===== config.mk =====
export PLATFORM = sky130hd
export DESIGN_NAME = mc_main_ctl
export DESIGN_NICKNAME = d
export VERILOG_FILES = /design/src/rtl/mc_main_ctl.sv
export SDC_FILE = /design/constraint.sdc
export NUM_CORES = 1
export LEC_CHECK = 0
export BUFFER_PORTS_ARGS = -buffer_cell sky130_fd_sc_hd__buf_2
export CAP_MARGIN = 15
export CORE_MARGIN = 4
export CORE_UTILIZATION = 30
export DETAILED_ROUTE_END_ITERATION = 6
export PLACE_DENSITY_LB_ADDON = 0.2
export SLEW_MARGIN = 20
export SYNTH_ARGS = -nofsm -noshare
export SYNTH_HDL_FRONTEND = slang
export SYNTH_SLANG_ARGS = --single-unit

===== constraint.sdc =====
create_clock -name clk -period 2.3 [get_ports clk]
set_input_delay 0.115 -clock clk [delete_from_list [all_inputs] [get_ports clk]]
set_output_delay 0.115 -clock clk [all_outputs]
set_load 0.01 [all_outputs]

===== src/rtl/mc_main_ctl.sv =====
// Multicycle main control FSM for the MIPS core: sequences PC, IR, ALU and the
// shared memory port, with a mem_ready stall and a watchdog on hung accesses.
module mc_main_ctl #(
  parameter int WAIT_LIMIT = 255,
  parameter int CNT_W      = 8
) (
  input  logic       clk,
  input  logic       reset,
  input  logic [5:0] opcode,
  input  logic       mem_ready,
  output logic       pcwrite,
  output logic       pcwritecond,
  output logic       iord,
  output logic       memread,
  output logic       memwrite,
  output logic       memtoreg,
  output logic       irwrite,
  output logic [1:0] pcsource,
  output logic [1:0] aluop,
  output logic       alusrca,
  output logic [1:0] alusrcb,
  output logic       regwrite,
  output logic       regdst,
  output logic [3:0] state,
  output logic       illegal_op,
  output logic       mem_timeout
);

  typedef enum logic [3:0] {
    S_FETCH  = 4'd0,
    S_DECODE = 4'd1,
    S_MEMADR = 4'd2,
    S_MEMRD  = 4'd3,
    S_MEMWB  = 4'd4,
    S_MEMWR  = 4'd5,
    S_EXEC   = 4'd6,
    S_ALUWB  = 4'd7,
    S_BRANCH = 4'd8,
    S_JUMP   = 4'd9,
    S_ADDIEX = 4'd10,
    S_ADDIWB = 4'd11
  } state_e;

  localparam logic [CNT_W-1:0] LIMIT_M1 = CNT_W'(WAIT_LIMIT - 1);

  state_e           state_q, state_d;
  logic [CNT_W-1:0] cnt_q, cnt_d;

  logic       pcwrite_c, pcwritecond_c, iord_c, memread_c, memwrite_c;
  logic       memtoreg_c, irwrite_c, alusrca_c, regwrite_c, regdst_c;
  logic [1:0] pcsource_c, aluop_c, alusrcb_c;
  logic       illegal_c, timeout_c, mem_state, limit_hit;

  always_comb begin
    pcwrite_c     = 1'b0;
    pcwritecond_c = 1'b0;
    iord_c        = 1'b0;
    memread_c     = 1'b0;
    memwrite_c    = 1'b0;
    memtoreg_c    = 1'b0;
    irwrite_c     = 1'b0;
    alusrca_c     = 1'b0;
    regwrite_c    = 1'b0;
    regdst_c      = 1'b0;
    pcsource_c    = 2'b00;
    aluop_c       = 2'b00;
    alusrcb_c     = 2'b00;
    illegal_c     = 1'b0;
    timeout_c     = 1'b0;
    state_d       = S_FETCH;

    mem_state = (state_q == S_FETCH) || (state_q == S_MEMRD) || (state_q == S_MEMWR);
    limit_hit = mem_state && !mem_ready && (cnt_q == LIMIT_M1);

    case (state_q)
      S_FETCH: begin
        memread_c = 1'b1;
        alusrcb_c = 2'b01;
        irwrite_c = mem_ready;
        pcwrite_c = mem_ready;
        state_d   = mem_ready ? S_DECODE : S_FETCH;
      end
      S_DECODE: begin
        alusrcb_c = 2'b11;
        case (opcode)
          6'd0:         state_d = S_EXEC;
          6'd35, 6'd43: state_d = S_MEMADR;
          6'd4:         state_d = S_BRANCH;
          6'd2:         state_d = S_JUMP;
          6'd8:         state_d = S_ADDIEX;
          default:      illegal_c = 1'b1;
        endcase
      end
      S_MEMADR, S_ADDIEX: begin
        alusrca_c = 1'b1;
        alusrcb_c = 2'b10;
        if (state_q == S_ADDIEX) state_d = S_ADDIWB;
        else                     state_d = (opcode == 6'd43) ? S_MEMWR : S_MEMRD;
      end
      S_MEMRD: begin
        memread_c = 1'b1;
        iord_c    = 1'b1;
        state_d   = mem_ready ? S_MEMWB : S_MEMRD;
      end
      S_MEMWR: begin
        memwrite_c = 1'b1;
        iord_c     = 1'b1;
        state_d    = mem_ready ? S_FETCH : S_MEMWR;
      end
      S_MEMWB: begin
        regwrite_c = 1'b1;
        memtoreg_c = 1'b1;
      end
      S_EXEC: begin
        alusrca_c = 1'b1;
        aluop_c   = 2'b10;
        state_d   = S_ALUWB;
      end
      S_ALUWB: begin
        regwrite_c = 1'b1;
        regdst_c   = 1'b1;
      end
      S_ADDIWB: regwrite_c = 1'b1;
      S_BRANCH: begin
        alusrca_c     = 1'b1;
        aluop_c       = 2'b01;
        pcwritecond_c = 1'b1;
        pcsource_c    = 2'b01;
      end
      S_JUMP: begin
        pcwrite_c  = 1'b1;
        pcsource_c = 2'b10;
      end
      default: ;
    endcase

    // A hung access abandons the current step and restarts at FETCH.
    if (limit_hit) begin
      timeout_c = 1'b1;
      state_d   = S_FETCH;
    end

    if (!mem_state || mem_ready || limit_hit || (state_d != state_q)) cnt_d = '0;
    else                                                              cnt_d = cnt_q + CNT_W'(1);
  end

  always_ff @(posedge clk) begin
    if (reset) begin
      state_q <= S_FETCH;
      cnt_q   <= '0;
    end else begin
      state_q <= state_d;
      cnt_q   <= cnt_d;
    end
  end

  // Every output, including the debug state, reads 0 while reset is held.
  assign pcwrite     = pcwrite_c     & ~reset;
  assign pcwritecond = pcwritecond_c & ~reset;
  assign iord        = iord_c        & ~reset;
  assign memread     = memread_c     & ~reset;
  assign memwrite    = memwrite_c    & ~reset;
  assign memtoreg    = memtoreg_c    & ~reset;
  assign irwrite     = irwrite_c     & ~reset;
  assign alusrca     = alusrca_c     & ~reset;
  assign regwrite    = regwrite_c    & ~reset;
  assign regdst      = regdst_c      & ~reset;
  assign pcsource    = reset ? 2'b00 : pcsource_c;
  assign aluop       = reset ? 2'b00 : aluop_c;
  assign alusrcb     = reset ? 2'b00 : alusrcb_c;
  assign state       = reset ? 4'd0  : state_q;
  assign illegal_op  = illegal_c     & ~reset;
  assign mem_timeout = timeout_c     & ~reset;

endmodule


# [Word-level counts from Yosys, hierarchy flattened]
# Cells that the tools add are included.
[totals] elab_cells=81 output_inout_bits=22 inputBits=9 reg_bits=12
[classes] bitwise=13 n_addsub=1 n_mux=28 eq_ne=18 n_reduce_logical=19
[ops] cell="case mux 4 bit (6 select lines)" n=1
[ops] cell="case mux 4 bit (5 select lines)" n=1
[ops] cell="== test 4 x 3 -> 1 bit, second input constant" n=4
[ops] cell="== test 4 bit, second input constant" n=4
[ops] cell="2-to-1 mux 1 bit" n=13
[ops] cell="bitwise AND 1 bit" n=12
[ops] cell="== test 6 bit, second input constant" n=2
[ops] cell="2-to-1 mux 4 bit" n=3
[ops] cell="OR reduction 2 bit" n=5
[ops] cell="2-to-1 mux 3 bit" n=3
[ops] cell="adder 8 x 1 -> 8 bit, second input constant" n=1
[ops] cell="== test 4 x 2 -> 1 bit, second input constant" n=2
[ops] cell="== test 8 bit, second input constant" n=1
[ops] cell="case mux 2 bit (2 select lines)" n=2
[ops] cell="== test 6 x 2 -> 1 bit, second input constant" n=1
[ops] cell="== test 6 x 3 -> 1 bit, second input constant" n=1
[ops] cell="== test 6 x 4 -> 1 bit, second input constant" n=1
[ops] cell="zero test 6 bit" n=1
[ops] cell="2-to-1 mux 2 bit" n=3
[ops] cell="case mux 2 bit (3 select lines)" n=1
[ops] cell="OR reduction 6 bit" n=1
[ops] cell="logical OR 1 bit" n=5
[ops] cell="== test 4 x 1 -> 1 bit, second input constant" n=1
[ops] cell="zero test 4 bit" n=1
[ops] cell="7 further kinds" n=9

# [Depth between registers and ports, before layout]
# Gate-level depths: netlist (run 1).
[depth] depth_word=9 mapped_depth=6 ltp_nobuf=5

# [Least setup slack after synthesis (run 1)]
# Ideal clock, no wire load.
[synth_path] path_type="reg-to-output" startpoint="reg state_q[2]" endpoint="out alusrca" path_slack_ns=0.799 stages_incl_launch_ff=4 n_path_buf=2 t_arrival_ns=1.386 cell_sequence="dfxtp_1 > buf_2 > buf_2 > a2111oi_0"
[synth_via] elab_chain_len=4 elab_cells_between_ends=7
[synth_rtl] element="from (decl)" line_no="46" rtl="state_e state_q, state_d;"
[synth_rtl] element="from (signal assigned)" line_no="152" rtl="state_q <= state_d;"
[synth_rtl] element="== test 4 bit, or another cell as far along" line_no="75" rtl="case (state_q)"
[synth_rtl] element="OR reduction 4 bit (no line) *"
[synth_rtl] element="2-to-1 mux 1 bit *" line_no="75"
[synth_rtl] element="bitwise AND 1 bit *" line_no="165" rtl="assign alusrca = alusrca_c & ~reset;"
[synth_rtl] element="to (decl)" line_no="20" rtl="output logic alusrca,"
# Mark *: on every way between the ends. The rest lies on a longest branch, timed or not.

# [Final worst setup path (run 1)]
[layout_path] startpoint="reg state_q[2]" endpoint="out pcwrite"
[layout_via] elab_chain_len=3 elab_cells_between_ends=4
[layout_rtl] element="== test 4 bit or zero test 4 bit (tied branches)" line_no="75"
[layout_rtl] element="case mux 1 bit (2 select lines) *" line_no="75"
[layout_rtl] element="bitwise AND 1 bit *" line_no="158" rtl="assign pcwrite = pcwrite_c & ~reset;"
[layout_rtl] element="to (decl)" line_no="11" rtl="output logic pcwrite,"
# Marks and branches as above.

==> results.md, run 1 <==
- Status: finished, final reports clean
- Slew @ Worst Pin: 0.602 ns
- Sequential share of the synthesized area: 25.2%
- Period utilisation layout: 88.9%
- Area delta synth->final: 21.0%
- Main synth FF type: dfxtp_1
- Syn_nets: around 140
- Hpwl dp: about 1700 um
- FFs w/ async S/R, synth: 0%
- Syn avg cell area: roughly 7.4 um^2
- Final TNS setup: 0 ns
- Slowest-stage cell, CP: dfxtp_1
- DR iter-0 viols: just over 40
- Final hold violation count: 0
- Final GP Congestion: between 0.8 and 0.9
- Largest net degree at the start of global routing: 20
- Post-route DRC: 0
- Setup-failing EPs final: 0
- Top Ports: 31
- Synthesized instance count: ~130
- CTS tree: yes
- Min-Delay Path Class: in2reg
- Final instance area: roughly 1200 um^2
- Share of layout cells above drive strength 1: 24.2%
- Crit-path max cell delay: just over 0.7 ns
- Vias in the first global route: between 900 and 1000
- Post-CTS Setup Inserts: 0
- Post-synth EDFFs: 0
- Crit path max-delay family: flip-flops
- Leak: about 0.00051 uW
- Final min period: a little over 2 ns
- Max VDD drop: roughly 0.11 mV
- Clk buf depth: 2
- Clock-pin slew on the worst setup and hold paths: approximately 0.070 ns
- WL final: ~2400 um
- Critical-path cell list: buf_4 > nor3_1 > and3_1 > or2_2 > buf_2
- 1st-pass router iterations: 4
- Mapped Area: roughly 950 um^2
- CTS Buf Count: 3
- Die H: 64.4 um
- Port bufs: 30
- Worst path buffer plus inverter count: 2
- Required time of the critical path: between 2 and 2.5 ns
- Clock Sinks: 12
- Die W: about 64 um
- Critical path capture point type: output pin
- Placed inst area: roughly 1100 um^2
- Worst-skew pair later-pin latency: about 0.27 ns
- Initial antenna violation count: 0
- RSZ-0062 raised after global routing: no
- Slew Limit Fails: 0
- H-tree Lvls: 1
- Final Skew: around 0.0034 ns
- CP startpoint kind: flop
- Vias: 994
- Die area: approximately 4100 um^2
- Final global-route overflow total: 0
- WS Path Type: reg2out
- Rows: 20
- First-pass GRT wire length: about 4200 um
- Wire per inst: roughly 12 um
- DRT antenna net count: 0
- Post-synth cell types: 40
- Seq cells post-synth: 12
- Crit-path max FO: 19
- CP Data Arrival Time: between 1.5 and 2 ns
- Post-cts gate resize count: 0
- Yosys warns: 0
- Initial core utilization: a little under a third
- Pwr per Cell Area: about 400 nW/um^2
- Root Buffer: clkbuf_4
- Nets@finish: roughly 170
- Max transition margin: between 50% and 60%
- Total Routing Usage GR: between 10% and 20%
- Max Cap Viol: 0
- FMAX: between 0.4 and 0.5 GHz
- Vias/cell: 5.05
- Core ar.: between 3000 and 4000 um^2
- Post-CTS Hold Fix Bufs: 0
- Inserted Diodes: 0
==> worst min-delay path: stages <==
cell and delay [ns]:
buf_2 0.11, nor3_1 0.05, o211ai_1 0.09, o21ai_0 0.10
==> where the power goes <==
part           total (uW)  internal, uW  leakage, uW  switching (uW)
clock                 165          96.3    0.0000210            68.7
combinational        73.4          30.3     0.000390            43.1
sequential            219           211    0.0000971            7.98
total                 457           338     0.000508             120
==> cell usage in the layout, fill, tap and decap left out, types with 3 or more instances in the layout <==
cell type,n
and3_1,9
nand2_1,3
nor2_1,16
xor2_1,8
nand4_1,3
dfxtp_1,12
a21oi_1,3
nor3_1,9
inv_1,3
nand2b_1,3
nor2b_1,5
clkbuf_4,3
buf_2,30
o21ai_0,7
nand3_1,5
==> state kept, by name, indices dropped and copies added, names as in the netlist <==
register,count
cnt_q,8
state_q,4
==> Yosys cell counts (all sizes together) (2+ instances only) <==
cell / n / area share, %
o211ai: 2 / 1.6
and3: 9 / 5.9
dfxtp: 12 / 25
clkbuf: 3 / 1.2
nand2b: 3 / 2.0
or4: 2 / 1.6
buf: 7 / 3.9
nor2b: 5 / 3.3
nor3: 9 / 4.7
nor2: 16 / 6.3
o21ai: 7 / 3.7
nand2: 3 / 1.2
nor4: 2 / 1.3
nand3: 5 / 2.6
a21oi: 3 / 1.6
nor3b: 2 / 1.6
nand4: 3 / 2.0
nor4b: 2 / 2.5
xnor2: 2 / 1.8
inv: 3 / 1.2
xor2: 8 / 7.3
a221oi: 2 / 1.8
nand3b: 2 / 1.6
ha: 2 / 2.6
==> cell families after synthesis <==
group | share of synthesized area [%]
AND/OR/NAND/NOR | 41.3
AO/OA/AOI/OAI | 15.4
buffers and inverters | 6.30
flip-flops | 25.2
XOR/XNOR | 9.19
adder cells (fa/ha/maj) | 2.62
==> final cells by class <==
| cell class | count | area (um^2) |
|---|---|---|
| flip-flops and latches | 12 | 240 |
| well taps | 44 | 55.1 |
| repair buffers | 31 | 158 |
| inverters | 3 | 11.3 |
| fillers | 351 | 1900 |
| clock buffers | 4 | 36.3 |
| multi-input cells | 103 | 653 |
==> per-layer routing <==
layer	up-vias	share of wire [%]	GRT usage [%]
li1	515	-	-
met5	-	0	0
met1	450	49	15.9
met4	0	0.98	3.17
met3	2	7.3	4.04
met2	27	43	19.5
==> per-stage QoR <==
stage                     hold slack [ns]  total power (uW)  cells  utilization (%)  setup WS [ns]
after floorplan                     0.332               269    128                -          0.799
after global placement              0.483               295    193             36.6          0.578
after detailed placement            0.486               297    193             36.6          0.526
after CTS                           0.249               463    197             37.8          0.240
after global routing                0.302               481    197             37.8         0.0913
final                               0.250               457    197             37.8          0.255
==> worst paths after layout <==
kind / from / endpoint / slack, ns / cells after the start
worst max register to register: state_q[2] / state_q[0] / 0.54 / 4
worst max-delay path: state_q[2] / pcwrite / 0.26 / 5
worst min-delay path: opcode[4] / state_q[3] / 0.25 / 4
worst min register to register: cnt_q[0] / cnt_q[0] / 0.50 / 1
Power figures use the tool's default switching activity.
==> run 2, diff against run 1 <==
==> constraint.sdc (replaced) <==
create_clock -name clk -period 2.3 [get_ports clk]
set_input_delay 0.23 -clock clk [delete_from_list [all_inputs] [get_ports clk]]
set_output_delay 0.23 -clock clk [all_outputs]
set_load 0.01 [all_outputs]
==> run 2 against run 1 <==
Sequential cell count stayed put. Non-clock buffer count unchanged. Final cell count unchanged. Clock skew is essentially flat. Setup slack worse by 0.0018 ns. Via count rose by 3.4%. Register-to-register slack got worse by 0.05 ns. Critical path type unchanged. Critical endpoint unchanged.
==> results.md, run 2 (same netlist as run 1, synthesis figures left out) <==
- Required time of the critical path: 2.07 ns (was 2.18 ns)
- Clock Sinks: 12 (unchanged)
- Post-route DRC: 0 (unchanged)
- Pwr per Cell Area: 397 nW/um^2 (was 396 nW/um^2)
- First-pass GRT wire length: 4050 um (was 4200 um)
- DRT antenna net count: 0 (unchanged)
- Slowest-stage cell, CP: dfxtp_1 (unchanged)
- Wire per inst: 12.1 um (was 12.0 um)
- CP Data Arrival Time: 1.82 ns (was 1.93 ns)
- Nets@finish: 165 (unchanged)
- Initial core utilization: 31.2% (unchanged)
- 1st-pass router iterations: 4 (unchanged)
- FMAX: 0.489 GHz (about the same)
- Hpwl dp: 1760 um (was 1750 um)
- Slew @ Worst Pin: 0.666 ns (was 0.602 ns)
- Max VDD drop: 0.211 mV (was 0.113 mV)
- Final Skew: 0.00362 ns (was 0.00336 ns)
- Rows: 20 (unchanged)
- Finished Layout Cells: 197 (unchanged)
- Final hold violation count: 0 (unchanged)
- Root Buffer: clkbuf_4 (unchanged)
- Post-CTS Setup Inserts: 0 (unchanged)
- Max Cap Viol: 0 (unchanged)
- Max transition margin: 55.5% (was 59.8%)
- Fill count: 340 (was 351)
- Status: finished, final reports clean (unchanged)
- Vias: 1028 (was 994)
- Final min period: 2.05 ns (was 2.04 ns)
- Vias/cell: 5.22 (was 5.05)
- Die H: 64.4 um (unchanged)
- Critical path capture point type: output pin (unchanged)
- Worst path buffer plus inverter count: 2 (unchanged)
- Vias in the first global route: 907 (was 929)
- Crit-path max cell delay: 0.65 ns (was 0.71 ns)
- Worst-skew pair later-pin latency: 0.27 ns (about the same)
- Initial antenna violation count: 0 (unchanged)
- Final setup margin: 0.253 ns (was 0.255 ns)
- Share of layout cells above drive strength 1: 24.2% (unchanged)
- CTS tree: yes (unchanged)
- Crit path max-delay family: flip-flops (unchanged)
- Largest net degree at the start of global routing: 20 (unchanged)
- Clock-pin slew on the worst setup and hold paths: 0.08 ns (was 0.07 ns)
- Core ar.: 3050 um^2 (unchanged)
- Dpl cells: 193 (unchanged)
- DR iter-0 viols: 56 (was 41)
- Reg2reg end: cnt_q[2] (was state_q[0])
- Worst R2R Start: state_q[2] (unchanged)
- Hold path startpoint: opcode[4] (unchanged)
- Leak: 0.000508 uW (unchanged)
- Top Registers: cnt_q x8, state_q x4 (unchanged)
- CTS Buf Count: 3 (unchanged)
- Final core occ: 37.8% (unchanged)
- Post-cts gate resize count: 0 (unchanged)
- Min-Delay Path Class: in2reg (unchanged)
- Commonest cells after routing, fill and taps aside: buf_2, nor2_1, dfxtp_1 (unchanged)
- Critical-path cell list: inv_1 > nor4_1 > or2_2 > buf_2 (was buf_4 > nor3_1 > and3_1 > or2_2 > buf_2)
- Max FFs per register: 8 (unchanged)
- Final global-route overflow total: 0 (unchanged)
- Top Ports: 31 (unchanged)
- Post-CTS Hold Fix Bufs: 0 (unchanged)
- Setup-failing EPs final: 0 (unchanged)
- H-tree Lvls: 1 (unchanged)
- CP startpoint kind: flop (unchanged)
- Multi-input logic area: 653 um^2 (unchanged)
- Dpl ws: 0.509 ns (was 0.526 ns)
- WS Path Type: reg2out (unchanged)
- Final TNS setup: 0 ns (unchanged)
- Most common cell after layout, fill and taps aside: buf_2 (unchanged)
- CP startpoint: state_q[3] (was state_q[2])
- FF/Latch Area: 240 um^2 (unchanged)
- Slew Limit Fails: 0 (unchanged)
- Port bufs: 30 (unchanged)
- Final GP Congestion: 0.866 (was 0.850)
- Die W: 64.4 um (unchanged)
- Inserted Diodes: 0 (unchanged)
- Die area: 4140 um^2 (unchanged)
- Clk buf depth: 2 (unchanged)
- R2R setup slack: 0.49 ns (was 0.54 ns)
- Worst Hold End: state_q[3] (unchanged)
- Area delta synth->final: 21.0% (unchanged)
- Reg with most FFs: cnt_q (unchanged)
- Period utilisation layout: 89.0% (was 88.9%)
- Total Routing Usage GR: 11.8% (was 12.3%)
- Worst hold stages: 4 (unchanged)
- RSZ-0062 raised after global routing: no (unchanged)
- FF-to-FF path depth: 4 (unchanged)
- Crit-path max FO: 16 (was 19)
- WL final: 2390 um (was 2360 um)
run 2: tightest hold or removal path, stage by stage:
cell and delay [ns]:
buf_2 0.10, nor3_1 0.05, o211ai_1 0.09, o21ai_0 0.10
run 2: cell type report:
type | instances | area share, %
multi-input combinational | 103 | 56.6
sequential | 12 | 20.8
timing repair buffer | 31 | 13.7
tap | 44 | 4.77
clock buffer | 4 | 3.15
inverter | 3 | 0.976
run 2: how the worst max path moves through the flow:
stage / endpoint / slack, ns / depth (start not counted)
after global placement: state_q[0] / 0.49 / 4
final: pcwrite / 0.25 / 4
after global routing: pcwrite / 0.06 / 4
after detailed placement: cnt_q[2] / 0.51 / 4
after floorplan: alusrca / 0.68 / 3
after CTS: pcwrite / 0.22 / 4
run 2: per-stage QoR:
step                      total power (uW)  hold WS [ns]  area [um^2]
final                                  458         0.358         1150
after CTS                              463         0.365         1150
after detailed placement               297         0.498         1120
after floorplan                        269         0.447          953
after global placement                 296         0.482         1120
after global routing                   485         0.386         1150
run 2: power breakdown:
part | internal [uW] | switching [uW] | total, uW
registers | 211 | 8.11 | 219
clock network | 96.1 | 69.5 | 166
logic | 30.3 | 42.8 | 73.2
run 2: routing by layer:
| layer | wire (um) | GRT usage [%] | part of all wire [%] | vias up |
|---|---|---|---|---|
| li1 | - | - | - | 520 |
| met1 | 1170 | 16.1 | 49 | 476 |
| met2 | 1070 | 18.8 | 45 | 30 |
| met4 | 8 | 0.792 | 0.34 | 0 |
| met5 | 0 | 0 | 0 | - |
| met3 | 145 | 3.87 | 6.1 | 2 |
